--- config.mk ---
export PLATFORM = sky130hd
export DESIGN_NAME = vid_wr_burst_sched
export DESIGN_NICKNAME = d
export VERILOG_FILES = /design/src/rtl/vid_wr_pkg.sv /design/src/rtl/vid_addr_gen.sv /design/src/rtl/vid_wr_burst_sched.sv
export SDC_FILE = /design/constraint.sdc
export NUM_CORES = 1
export LEC_CHECK = 0
export ABC_AREA = 1
export CAP_MARGIN = 30
export CORE_ASPECT_RATIO = 0.8
export CORE_UTILIZATION = 35
export CTS_CLUSTER_DIAMETER = 40
export CTS_CLUSTER_SIZE = 20
export DETAILED_ROUTE_END_ITERATION = 8
export GPL_TIMING_DRIVEN = 0
export PLACE_DENSITY = 0.61
export SYNTH_ARGS = -nofsm -noshare
export SYNTH_HDL_FRONTEND = slang
export SYNTH_SLANG_ARGS = --single-unit
--- constraint.sdc ---
create_clock -name clk -period 4.7 [get_ports clk]
set_input_delay 0.47 -clock clk [delete_from_list [all_inputs] [get_ports clk]]
set_output_delay 0.47 -clock clk [all_outputs]
set_load 0.01 [all_outputs]
--- src/rtl/vid_wr_pkg.sv ---
// Shared types and constants for the video write-path burst scheduler.
package vid_wr_pkg;

  localparam int unsigned DATA_W = 16;
  localparam int unsigned ADDR_W = 28;
  localparam int unsigned LEN_W  = 8;
  // Beat counts of 1..256 need one bit more than req_len.
  localparam int unsigned CNT_W  = LEN_W + 1;

  typedef enum logic [2:0] {
    IDLE,
    WAIT_DATA,
    REQ,
    XFER,
    NEXT
  } state_t;

endpackage

--- src/rtl/vid_addr_gen.sv ---
// Frame-buffer walker: tracks column, line and addresses, and sizes each burst
// so that none crosses a line boundary.
module vid_addr_gen #(
  parameter int unsigned ADDR_W      = 28,
  parameter int unsigned BURST_LEN   = 16,
  parameter int unsigned LINE_BEATS  = 960,
  parameter int unsigned LINES       = 1080,
  parameter int unsigned BASE_ADDR   = 0,
  parameter int unsigned LINE_STRIDE = 1024
) (
  input  logic              clk,
  input  logic              rst_n,
  input  logic              start,
  input  logic              advance,
  output logic [ADDR_W-1:0] addr,
  output logic [8:0]        cur_len_c,
  output logic              eof_c
);

  import vid_wr_pkg::*;

  localparam int unsigned COL_W  = $clog2(LINE_BEATS + 1);
  localparam int unsigned LINE_W = $clog2(LINES + 1);

  logic [COL_W-1:0]  col;
  logic [LINE_W-1:0] line;
  logic [ADDR_W-1:0] line_base;
  logic [31:0]       rem_c;
  logic              eol_c;

  // Burst size is the smaller of the max burst and what is left of the line.
  always_comb begin
    rem_c     = LINE_BEATS - 32'(col);
    cur_len_c = (rem_c < BURST_LEN) ? CNT_W'(rem_c) : CNT_W'(BURST_LEN);
    eol_c     = (32'(col) + 32'(cur_len_c)) == LINE_BEATS;
    eof_c     = eol_c && (32'(line) == (LINES - 1));
  end

  // Counters load on frame start and step once per completed burst.
  always_ff @(posedge clk or negedge rst_n) begin
    if (!rst_n) begin
      col       <= '0;
      line      <= '0;
      line_base <= '0;
      addr      <= '0;
    end else if (start) begin
      col       <= '0;
      line      <= '0;
      line_base <= ADDR_W'(BASE_ADDR);
      addr      <= ADDR_W'(BASE_ADDR);
    end else if (advance) begin
      if (eol_c) begin
        col       <= '0;
        line      <= line + LINE_W'(1);
        line_base <= line_base + ADDR_W'(LINE_STRIDE);
        addr      <= line_base + ADDR_W'(LINE_STRIDE);
      end else begin
        col  <= COL_W'(32'(col) + 32'(cur_len_c));
        addr <= addr + ADDR_W'(cur_len_c);
      end
    end
  end

endmodule

--- src/rtl/vid_wr_burst_sched.sv ---
// Read-side sequencer of the video write prefetch FIFO: waits for a full
// burst, requests a DDR write slot and streams the beats with valid/ready.
module vid_wr_burst_sched #(
  parameter int unsigned DATA_W      = 16,
  parameter int unsigned ADDR_W      = 28,
  parameter int unsigned LVL_W       = 14,
  parameter int unsigned BURST_LEN   = 16,
  parameter int unsigned LINE_BEATS  = 960,
  parameter int unsigned LINES       = 1080,
  parameter int unsigned BASE_ADDR   = 0,
  parameter int unsigned LINE_STRIDE = 1024
) (
  input  logic              clk,
  input  logic              rst_n,
  input  logic              frame_start,
  input  logic              abort,
  input  logic [LVL_W-1:0]  fifo_rd_level,
  input  logic [DATA_W-1:0] fifo_rd_data,
  input  logic              fifo_rd_vld,
  output logic              fifo_rd_en,
  output logic              req,
  output logic [ADDR_W-1:0] req_addr,
  output logic [7:0]        req_len,
  input  logic              req_gnt,
  output logic [DATA_W-1:0] wdata,
  output logic              wvalid,
  input  logic              wready,
  output logic              wlast,
  output logic              busy,
  output logic              frame_done,
  output logic              err_underrun
);

  import vid_wr_pkg::*;

  state_t            state_q, state_d;
  logic [CNT_W-1:0]  bc_q, bc_d;
  logic              abort_pend_q;
  logic              abort_c;
  logic              beat_c;
  logic              in_xfer_c;
  logic              load_c;
  logic              advance_c;
  logic [ADDR_W-1:0] addr;
  logic [CNT_W-1:0]  cur_len_c;
  logic              eof_c;

  vid_addr_gen #(
    .ADDR_W      (ADDR_W),
    .BURST_LEN   (BURST_LEN),
    .LINE_BEATS  (LINE_BEATS),
    .LINES       (LINES),
    .BASE_ADDR   (BASE_ADDR),
    .LINE_STRIDE (LINE_STRIDE)
  ) u_addr_gen (
    .clk       (clk),
    .rst_n     (rst_n),
    .start     (load_c),
    .advance   (advance_c),
    .addr      (addr),
    .cur_len_c (cur_len_c),
    .eof_c     (eof_c)
  );

  // Next-state logic plus the zero-latency FIFO-to-arbiter beat path.
  always_comb begin
    state_d    = state_q;
    bc_d       = bc_q;
    load_c     = 1'b0;
    advance_c  = 1'b0;
    in_xfer_c  = (state_q == XFER);
    abort_c    = abort_pend_q | abort;
    beat_c     = in_xfer_c && fifo_rd_vld && wready;
    fifo_rd_en = in_xfer_c && wready;
    wvalid     = in_xfer_c && fifo_rd_vld;
    wdata      = in_xfer_c ? fifo_rd_data : '0;
    wlast      = in_xfer_c && (bc_q == CNT_W'(1));

    case (state_q)
      IDLE: begin
        if (frame_start) begin
          load_c  = 1'b1;
          state_d = WAIT_DATA;
        end
      end
      WAIT_DATA: begin
        if (abort_c) begin
          state_d = IDLE;
        end else if (32'(fifo_rd_level) >= 32'(cur_len_c)) begin
          state_d = REQ;
        end
      end
      REQ: begin
        // Abort waits here: a pending request is always carried through.
        if (req_gnt && req) begin
          bc_d    = cur_len_c;
          state_d = XFER;
        end
      end
      XFER: begin
        if (beat_c) begin
          bc_d = bc_q - CNT_W'(1);
          if (bc_q == CNT_W'(1)) begin
            state_d = NEXT;
          end
        end
      end
      NEXT: begin
        advance_c = 1'b1;
        if (eof_c || abort_c) begin
          state_d = IDLE;
        end else begin
          state_d = WAIT_DATA;
        end
      end
      default: state_d = IDLE;
    endcase
  end

  // State, beat counter and abort latch.
  always_ff @(posedge clk or negedge rst_n) begin
    if (!rst_n) begin
      state_q      <= IDLE;
      bc_q         <= '0;
      abort_pend_q <= 1'b0;
    end else begin
      state_q <= state_d;
      bc_q    <= bc_d;
      if ((state_q == IDLE) || (state_d == IDLE)) begin
        abort_pend_q <= 1'b0;
      end else if (abort) begin
        abort_pend_q <= 1'b1;
      end
    end
  end

  // Registered request, status and error outputs.
  always_ff @(posedge clk or negedge rst_n) begin
    if (!rst_n) begin
      req          <= 1'b0;
      req_addr     <= '0;
      req_len      <= '0;
      busy         <= 1'b0;
      frame_done   <= 1'b0;
      err_underrun <= 1'b0;
    end else begin
      req        <= (state_d == REQ);
      busy       <= (state_d != IDLE);
      // High during the NEXT cycle that closes the final burst of the frame.
      frame_done <= in_xfer_c && (state_d == NEXT) && eof_c;
      if ((state_q == WAIT_DATA) && (state_d == REQ)) begin
        req_addr <= addr;
        req_len  <= LEN_W'(cur_len_c - CNT_W'(1));
      end
      if (in_xfer_c && wready && !fifo_rd_vld) begin
        err_underrun <= 1'b1;
      end
    end
  end

endmodule
==> results of run 1 <==
[per-layer routing]
metal,track usage,vias to the layer above,share of wire,wire length [um]
li1,-,3338,-,-
met5,0,-,0,0
met4,0.0494,0,0.011,209
met2,0.310,178,0.45,8890
met1,0.272,3060,0.48,9480
met3,0.0442,21,0.054,1060
[metrics by stage]
step	setup TNS [ns]	instance area, um^2	setup WS, ns
after global routing	0	9180	0.00820
after floorplan	0	7140	0.878
final	0	9180	0.349
after global placement	-229.32	8420	-1.84
after detailed placement	-12.22	8450	-0.403
after CTS	0	9100	0.00637
[state kept, by name (all words and copies together) (netlist names)]
register and flops:
req_addr 28, req 1, err_underrun 1, u_addr_gen.line_base 18, bc_q 9, u_addr_gen.addr 28
frame_done 1, req_len 8, state_q 3, busy 1, u_addr_gen.line 11, abort_pend_q 1
u_addr_gen.col 10
[how the worst max path moves through the flow]
stage | start | end | cells past startpoint
after floorplan | u_addr_gen.col[1] | u_addr_gen.addr[24] | 25
after global placement | rst_n | u_addr_gen.col[3] | 1
after detailed placement | u_addr_gen.col[0] | req_addr[20] | 25
after CTS | u_addr_gen.col[0] | req_addr[5] | 26
after global routing | u_addr_gen.col[0] | u_addr_gen.addr[22] | 28
final | u_addr_gen.col[0] | u_addr_gen.addr[27] | 25
[critical path: cells and delay by family (launching register included)]
family | cells | cell delay [ns]
DFF | 1 | 0.43
and+or+nand+nor | 17 | 2.41
buffers and inverters | 2 | 0.30
adders and majority gates | 2 | 0.46
AOI/OAI and AO/OA | 4 | 0.64
[placed cells by master, fill, tap and decap left out, types with 3 or more instances in the layout]
| cell | n |
|---|---|
| nand3_1 | 57 |
| dfrtp_1 | 120 |
| xnor2_1 | 7 |
| buf_2 | 4 |
| a21oi_1 | 32 |
| inv_2 | 3 |
| clkbuf_16 | 17 |
| o21ai_0 | 68 |
| clkinv_1 | 3 |
| inv_1 | 131 |
| ha_1 | 29 |
| nor3_1 | 23 |
| conb_1 | 10 |
| nor2_2 | 7 |
| nor2_4 | 3 |
| clkbuf_8 | 4 |
| buf_6 | 5 |
| o22ai_1 | 20 |
| nand2_1 | 211 |
| xor2_1 | 27 |
| clkdlybuf4s50_1 | 94 |
| clkbuf_1 | 11 |
| bufinv_16 | 4 |
| o211ai_1 | 9 |
| nand2_4 | 4 |
| nor2_1 | 87 |
| nor4_1 | 7 |
| o21ai_1 | 21 |
| clkinv_2 | 4 |
| nand4_1 | 19 |
[where the power goes]
group	internal, mW	switching (mW)	total [mW]
Clock	0.938	0.474	1.41
Sequential	1.27	0.163	1.44
Combinational	0.567	0.727	1.29
[layout make-up]
class	count	area, um^2	share of cell area
clock buffer	23	488	0.0532
tap	264	330	0.0360
timing repair buffer	98	997	0.109
sequential	120	3000	0.327
buffer	21	124	0.0135
inverter	139	526	0.0573
clock inverter	8	143	0.0155
multi-input combinational	670	3570	0.389
[timing repair]
| action | 4_1_cts | 5_1_grt |
|---|---|---|
| endpoints found under the setup margin | 61 | 101 |
| setup buffers | 0 | 1 |
| hold endpoints to repair | 45 | 0 |
| pin swaps | 0 | 1 |
| resized for setup | 3 | 27 |
| hold buffers | 1 | 0 |
[cells by family after synthesis]
kind of cell | after synthesis
AO/OA/AOI/OAI | 164
XOR/XNOR | 34
adder cells (fa/ha/maj) | 31
buffers and inverters | 160
flip-flops | 120
other | 2
AND/OR/NAND/NOR | 431
==> flow_summary.yaml, run 1 <==
run_status:
  status: "complete, no violations"
floorplanning:
  die_w_um: 161
  core_area_mm2: 0.0199
  initial_core_util: 0.358
  rows: 46
  io_pins: 96
  die_h_um: 130
  die_area_mm2: 0.0209
grt:
  grt_pass1_vias: 6289
  grt_use_total: 0.196
  grt_overflow: 0
  grt_max_degree: 76
  grt_pass1_wl_um: 32100
  antenna_found_initial: 0
yosys:
  synth_top_family_by_area: "simple AND/OR/NAND/NOR gates"
  ys_top_cells_by_count: "nand2_1, inv_1, dfrtp_1"
  syn_inst: 942
  synth_flop_cell: "dfrtp_1"
  yosys_warnings: 0
  synthTopCellsByArea: "dfrtp_1, nand2_1, inv_1"
  synthMostInstantiatedCell: "nand2_1"
  synth-edff-count: 0
  synth_xor_xnor_area_share: 0.0419
  synth_top_area_share: 0.422
  netlist-cell-type-count: 44
  synth_area_mm2: 0.00711
  synth-simple-area-share: 0.262
  synthArstFlopShare: 1.00
  ys_seq_area_frac: 0.422
  yosys.area.top_type: "dfrtp_1"
  synthAdderAreaFrac: 0.0566
  ys_ff_latch: 120
  synth-compound-area-share: 0.126
  synth_area_per_cell_um2: 7.55
  synthMuxAreaShare: 0
cts:
  clkSinkCount: 120
  numCtsBuffers: 17
  clk_pin_slew_ns: 0.05
  clock_latency_ns: 0.43
  clockRootBuffer: "clkbuf_16"
  cts_tree: "done"
  cts_buffer_depth: 2
  h-tree-depth: 4
layout:
  area_growth_pct: 29.0
  fin_cells: 1343
  fin_nets: 1135
  drive_above_1_share: 0.0695
  antenna_cells: 0
  fillers: 1948
  fin_util: 0.462
sta:
  slew_headroom: 0.399
  rsz0062_at_grt: "no"
  fin_crit_ns: 4.35
  skew_ns: 0.00712
  holdWs_ns: 0.474
  max_freq_ghz: 0.230
  worstMarginPinSlew_ns: 0.895
  hold_viol_final: 0
  fin_crit_sh: 0.926
  setup_viol: 0
  slew_violations: 0
drt:
  ant_nets: 0
  vias: 6597
  first_pass_iters: 8
  viasPerCell: 4.91
  drt-initial-drc-count: 532
  wire_per_inst_um: 14.6
  wl_um: 19600
  drcViolationCount: 0
place:
  portBuffers: 95
  dp_cells: 1310
  routabilityCongestion: 0.856
  place.detailed.hpwl_um: 14500
min_path:
  hold_path_startpoint: "err_underrun"
  min_to: "err_underrun"
  hold_class: "reg2reg"
  hold_depth: 1
setup_path:
  slowest_stage: "dfrtp_1"
  crit_fanout: 10
  rr_endpoint: "u_addr_gen.addr[27]"
  end_kind: "flip-flop"
  reg2reg_from: "u_addr_gen.col[0]"
  cp_common_cell: "nand2_1"
  crit_arrival_ns: 4.64
  r2r_cells: 25
  cp_slowest_stage_delay_ns: 0.43
  crit_required_ns: 4.99
  start_kind: "flip-flop"
  rrSetupSlack_ns: 0.35
  critPathKind: "reg2reg"
power:
  peakVddDrop_uv: 220
  power.static_leakage_nw: 4.23
  p_per_area_mw_per_mm2: 451
  power_mw: 4.14
flow_run:
  maxCapViolations: 0
No activity file was read; power rests on OpenSTA's default activity.
==> inputs of run 2 (changes only) <==
Settings changed: ABC_AREA 1 to 0.
Clock period 4.7 ns to 4.55 ns, I/O delays scaled along.
==> run 2 against run 1 <==
Against the previous run:
- the flow now finishes with violations (setup timing)
- via count rose by 4.0%
- sequential cell count did not move
- design area rose by 17%
- register-to-register slack got worse by 0.65 ns
- fmax fell by 10%
- area after synthesis rose by 3.2%
- total power fell by 5.8%
- combinational power fell by 12%
- sequential share of layout area fell by 4.8 points
- largest power group is now clock
- highest routed layer unchanged
==> flow_summary.yaml, run 2 <==
run_status:
  status: "finished with violations"
  violations: "setup timing"
layout:
  drive_above_1_share: 0.258
  layout.cells.most_common_list: "dfrtp_1, clkdlybuf4s50_1, nor2_1, nand2_1, xnor2_1"
  reg_top3: "req_addr (28), u_addr_gen.addr (28), u_addr_gen.line_base (18)"
  area_growth_pct: 46.3
  layout_commonest_cell: "dfrtp_1"
  seq_area_mm2: 0.00300
  fin_nets: 1029
  fillers: 1777
  antenna_cells: 0
  multi_input_area_mm2: 0.00490
drt:
  drt-initial-drc-count: 481
  wl_um: 22800
  viasPerCell: 5.54
  drcViolationCount: 0
  wire_per_inst_um: 18.4
  vias: 6861
  first_pass_iters: 5
  ant_nets: 0
sta:
  slew_violations: 0
  skew_ns: 0.00918
  slew_headroom: 0.152
  setup_viol: 66
  rsz0062_at_grt: "yes"
  worstMarginPinSlew_ns: 1.27
  final.setup.worst_slack_ns: -0.297
  max_freq_ghz: 0.206
  fin_crit_sh: 1.07
  fin_crit_ns: 4.85
  hold_viol_final: 0
yosys:
  yosys.area.top_type: "dfrtp_1"
  synthMostInstantiatedCell: "dfrtp_1"
  yosys_warnings: 0
  synth_flop_cell: "dfrtp_1"
  synth-edff-count: 0
  synthArstFlopShare: 1.00
  netlist-cell-type-count: 63
  synth_area_mm2: 0.00734
  synth_top_area_share: 0.409
  synth_area_per_cell_um2: 9.30
  ys_top_cells_by_count: "dfrtp_1, nor2_1, nand2_1"
  ys_seq_area_frac: 0.409
  syn_inst: 789
  ys_ff_latch: 120
  synthTopCellsByArea: "dfrtp_1, mux2_2, ha_1"
setup_path:
  crit_chain: "clkbuf_8, clkinv_4, ha_4, or4b_4, a21oi_4, o2111ai_4, buf_6, or3_4, inv_4, ha_4, a21o_1, a21oi_4, a21oi_1, nand3_1, o211ai_1, or4_4, or4_4, or4_4, a21oi_2"
  path_buf_inv: 4
  cp_common_cell: "or4_4"
  crit_arrival_ns: 5.19
  cp_slowest_stage_delay_ns: 0.61
  crit_required_ns: 4.89
  rr_endpoint: "u_addr_gen.line[10]"
  end_kind: "flip-flop"
  crit_family: "simple AND/OR/NAND/NOR gates"
  slowest_stage: "or4_4"
  rrSetupSlack_ns: -0.30
  start_kind: "flip-flop"
  critPathKind: "reg2reg"
  r2r_cells: 19
  crit_fanout: 6
  reg2reg_from: "u_addr_gen.col[0]"
cts:
  h-tree-depth: 4
  clk_pin_slew_ns: 0.06
  clockRootBuffer: "clkbuf_16"
  clkSinkCount: 120
  cts_buffer_depth: 2
  cts_tree: "done"
  numCtsBuffers: 17
  clock_latency_ns: 0.42
floorplanning:
  die_h_um: 132
  die_w_um: 164
  core_area_mm2: 0.0202
  initial_core_util: 0.363
  rows: 46
  die_area_mm2: 0.0216
  io_pins: 96
place:
  portBuffers: 95
  routabilityCongestion: 0.866
  preCtsSetupSlack_ns: -1.31
  place.detailed.hpwl_um: 15000
grt:
  grt_overflow: 0
  grt_pass1_wl_um: 35200
  grt_use_total: 0.211
  antenna_found_initial: 0
  grt_pass1_vias: 6424
  grt_max_degree: 88
flow_run:
  maxCapViolations: 0
min_path:
  min_to: "err_underrun"
  hold_path_startpoint: "err_underrun"
  hold_class: "reg2reg"
  hold_depth: 1
power:
  power.static_leakage_nw: 4.79
  peakVddDrop_uv: 222
  power_mw: 3.90
  p_per_area_mw_per_mm2: 363
==> run 2: cell count changes after synthesis, sizes merged, moves of 11 or more <==
cell	before	now
nand2	217	58
o22ai	20	2
nor2	97	70
nor4	7	20
o21ai	91	40
xnor2	7	40
and3	2	28
mux2	0	36
inv	135	28
nand3	57	27
clkbuf	13	37
nand2b	0	12
nor4b	0	11
==> run 2: cell type report <==
class | instances | area share
multi-input combinational | 607 | 0.456
sequential | 120 | 0.280
timing repair buffer | 149 | 0.136
clock buffer | 20 | 0.0435
tap | 264 | 0.0308
buffer | 38 | 0.0267
clock inverter | 12 | 0.0161
inverter | 28 | 0.0112
==> run 2: kinds of logic (layout without fill, tap and decap cells) <==
logic type,Yosys count,count (layout),synth area share
XOR/XNOR,59,59,0.0704
AND/OR/NAND/NOR,311,311,0.223
adder cells (fa/ha/maj),31,31,0.0549
buffers and inverters,70,247,0.0373
flip-flops,120,120,0.409
AO/OA/AOI/OAI,154,154,0.141
multiplexers,42,42,0.0634
other,2,10,0.00102
==> run 2: what timing repair did <==
item / 4_1_cts / 5_1_grt
resized for setup: 124 / 71
hold buffers: 1 / 0
gates cloned: 2 / 1
endpoints found under the setup margin: 105 / 94
pin swaps: 45 / 43
endpoints found under the hold margin: 33 / 0
buffers inserted: 38 / 10
==> run 2: worst reg2reg max path, cell delays in order (launching register included) <==
cell,delay (ns)
dfrtp_1,0.38
clkbuf_8,0.15
clkinv_4,0.05
ha_4,0.13
or4b_4,0.50
a21oi_4,0.16
o2111ai_4,0.16
buf_6,0.18
or3_4,0.38
inv_4,0.08
ha_4,0.20
a21o_1,0.20
a21oi_4,0.18
a21oi_1,0.14
nand3_1,0.12
o211ai_1,0.10
or4_4,0.61
or4_4,0.49
or4_4,0.44
a21oi_2,0.14
==> run 2: per-layer routing <==
layer,vias up,GRT usage,part of all wire
met2,289,0.301,0.43
met5,-,0,0
li1,3219,-,-
met3,26,0.0527,0.078
met1,3327,0.306,0.48
met4,0,0.0679,0.014
==> run 2: through the flow <==
stage	cell area, um^2	TNS, ns	util	hold WS (ns)	instances
after floorplan	7530	-0.593	-	0.159	797
after global placement	8820	-319.35	0.436	0.450	1156
after detailed placement	8850	-85.69	0.438	0.373	1159
after CTS	10400	-7.82	0.514	0.470	1230
after global routing	10700	-17.35	0.532	0.506	1238
final	10700	-8.69	0.532	0.471	1238
==> run 2: how the worst max path moves through the flow <==
stage | endpoint | cells after the start | slack (ns) | startpoint
after floorplan | u_addr_gen.line[10] | 20 | -0.16 | u_addr_gen.col[1]
final | u_addr_gen.line[10] | 19 | -0.30 | u_addr_gen.col[0]
after global routing | u_addr_gen.line[10] | 19 | -0.42 | u_addr_gen.col[0]
after CTS | u_addr_gen.line[10] | 19 | -0.36 | u_addr_gen.col[0]
after global placement | u_addr_gen.line_base[27] | 1 | -1.98 | rst_n
after detailed placement | u_addr_gen.addr[5] | 19 | -1.31 | u_addr_gen.col[0]
==> run 2: report_power, final <==
part | internal, mW | switching, mW | total [mW]
sequential | 1.19 | 0.118 | 1.31
combinational | 0.522 | 0.606 | 1.13
clock | 0.956 | 0.507 | 1.46
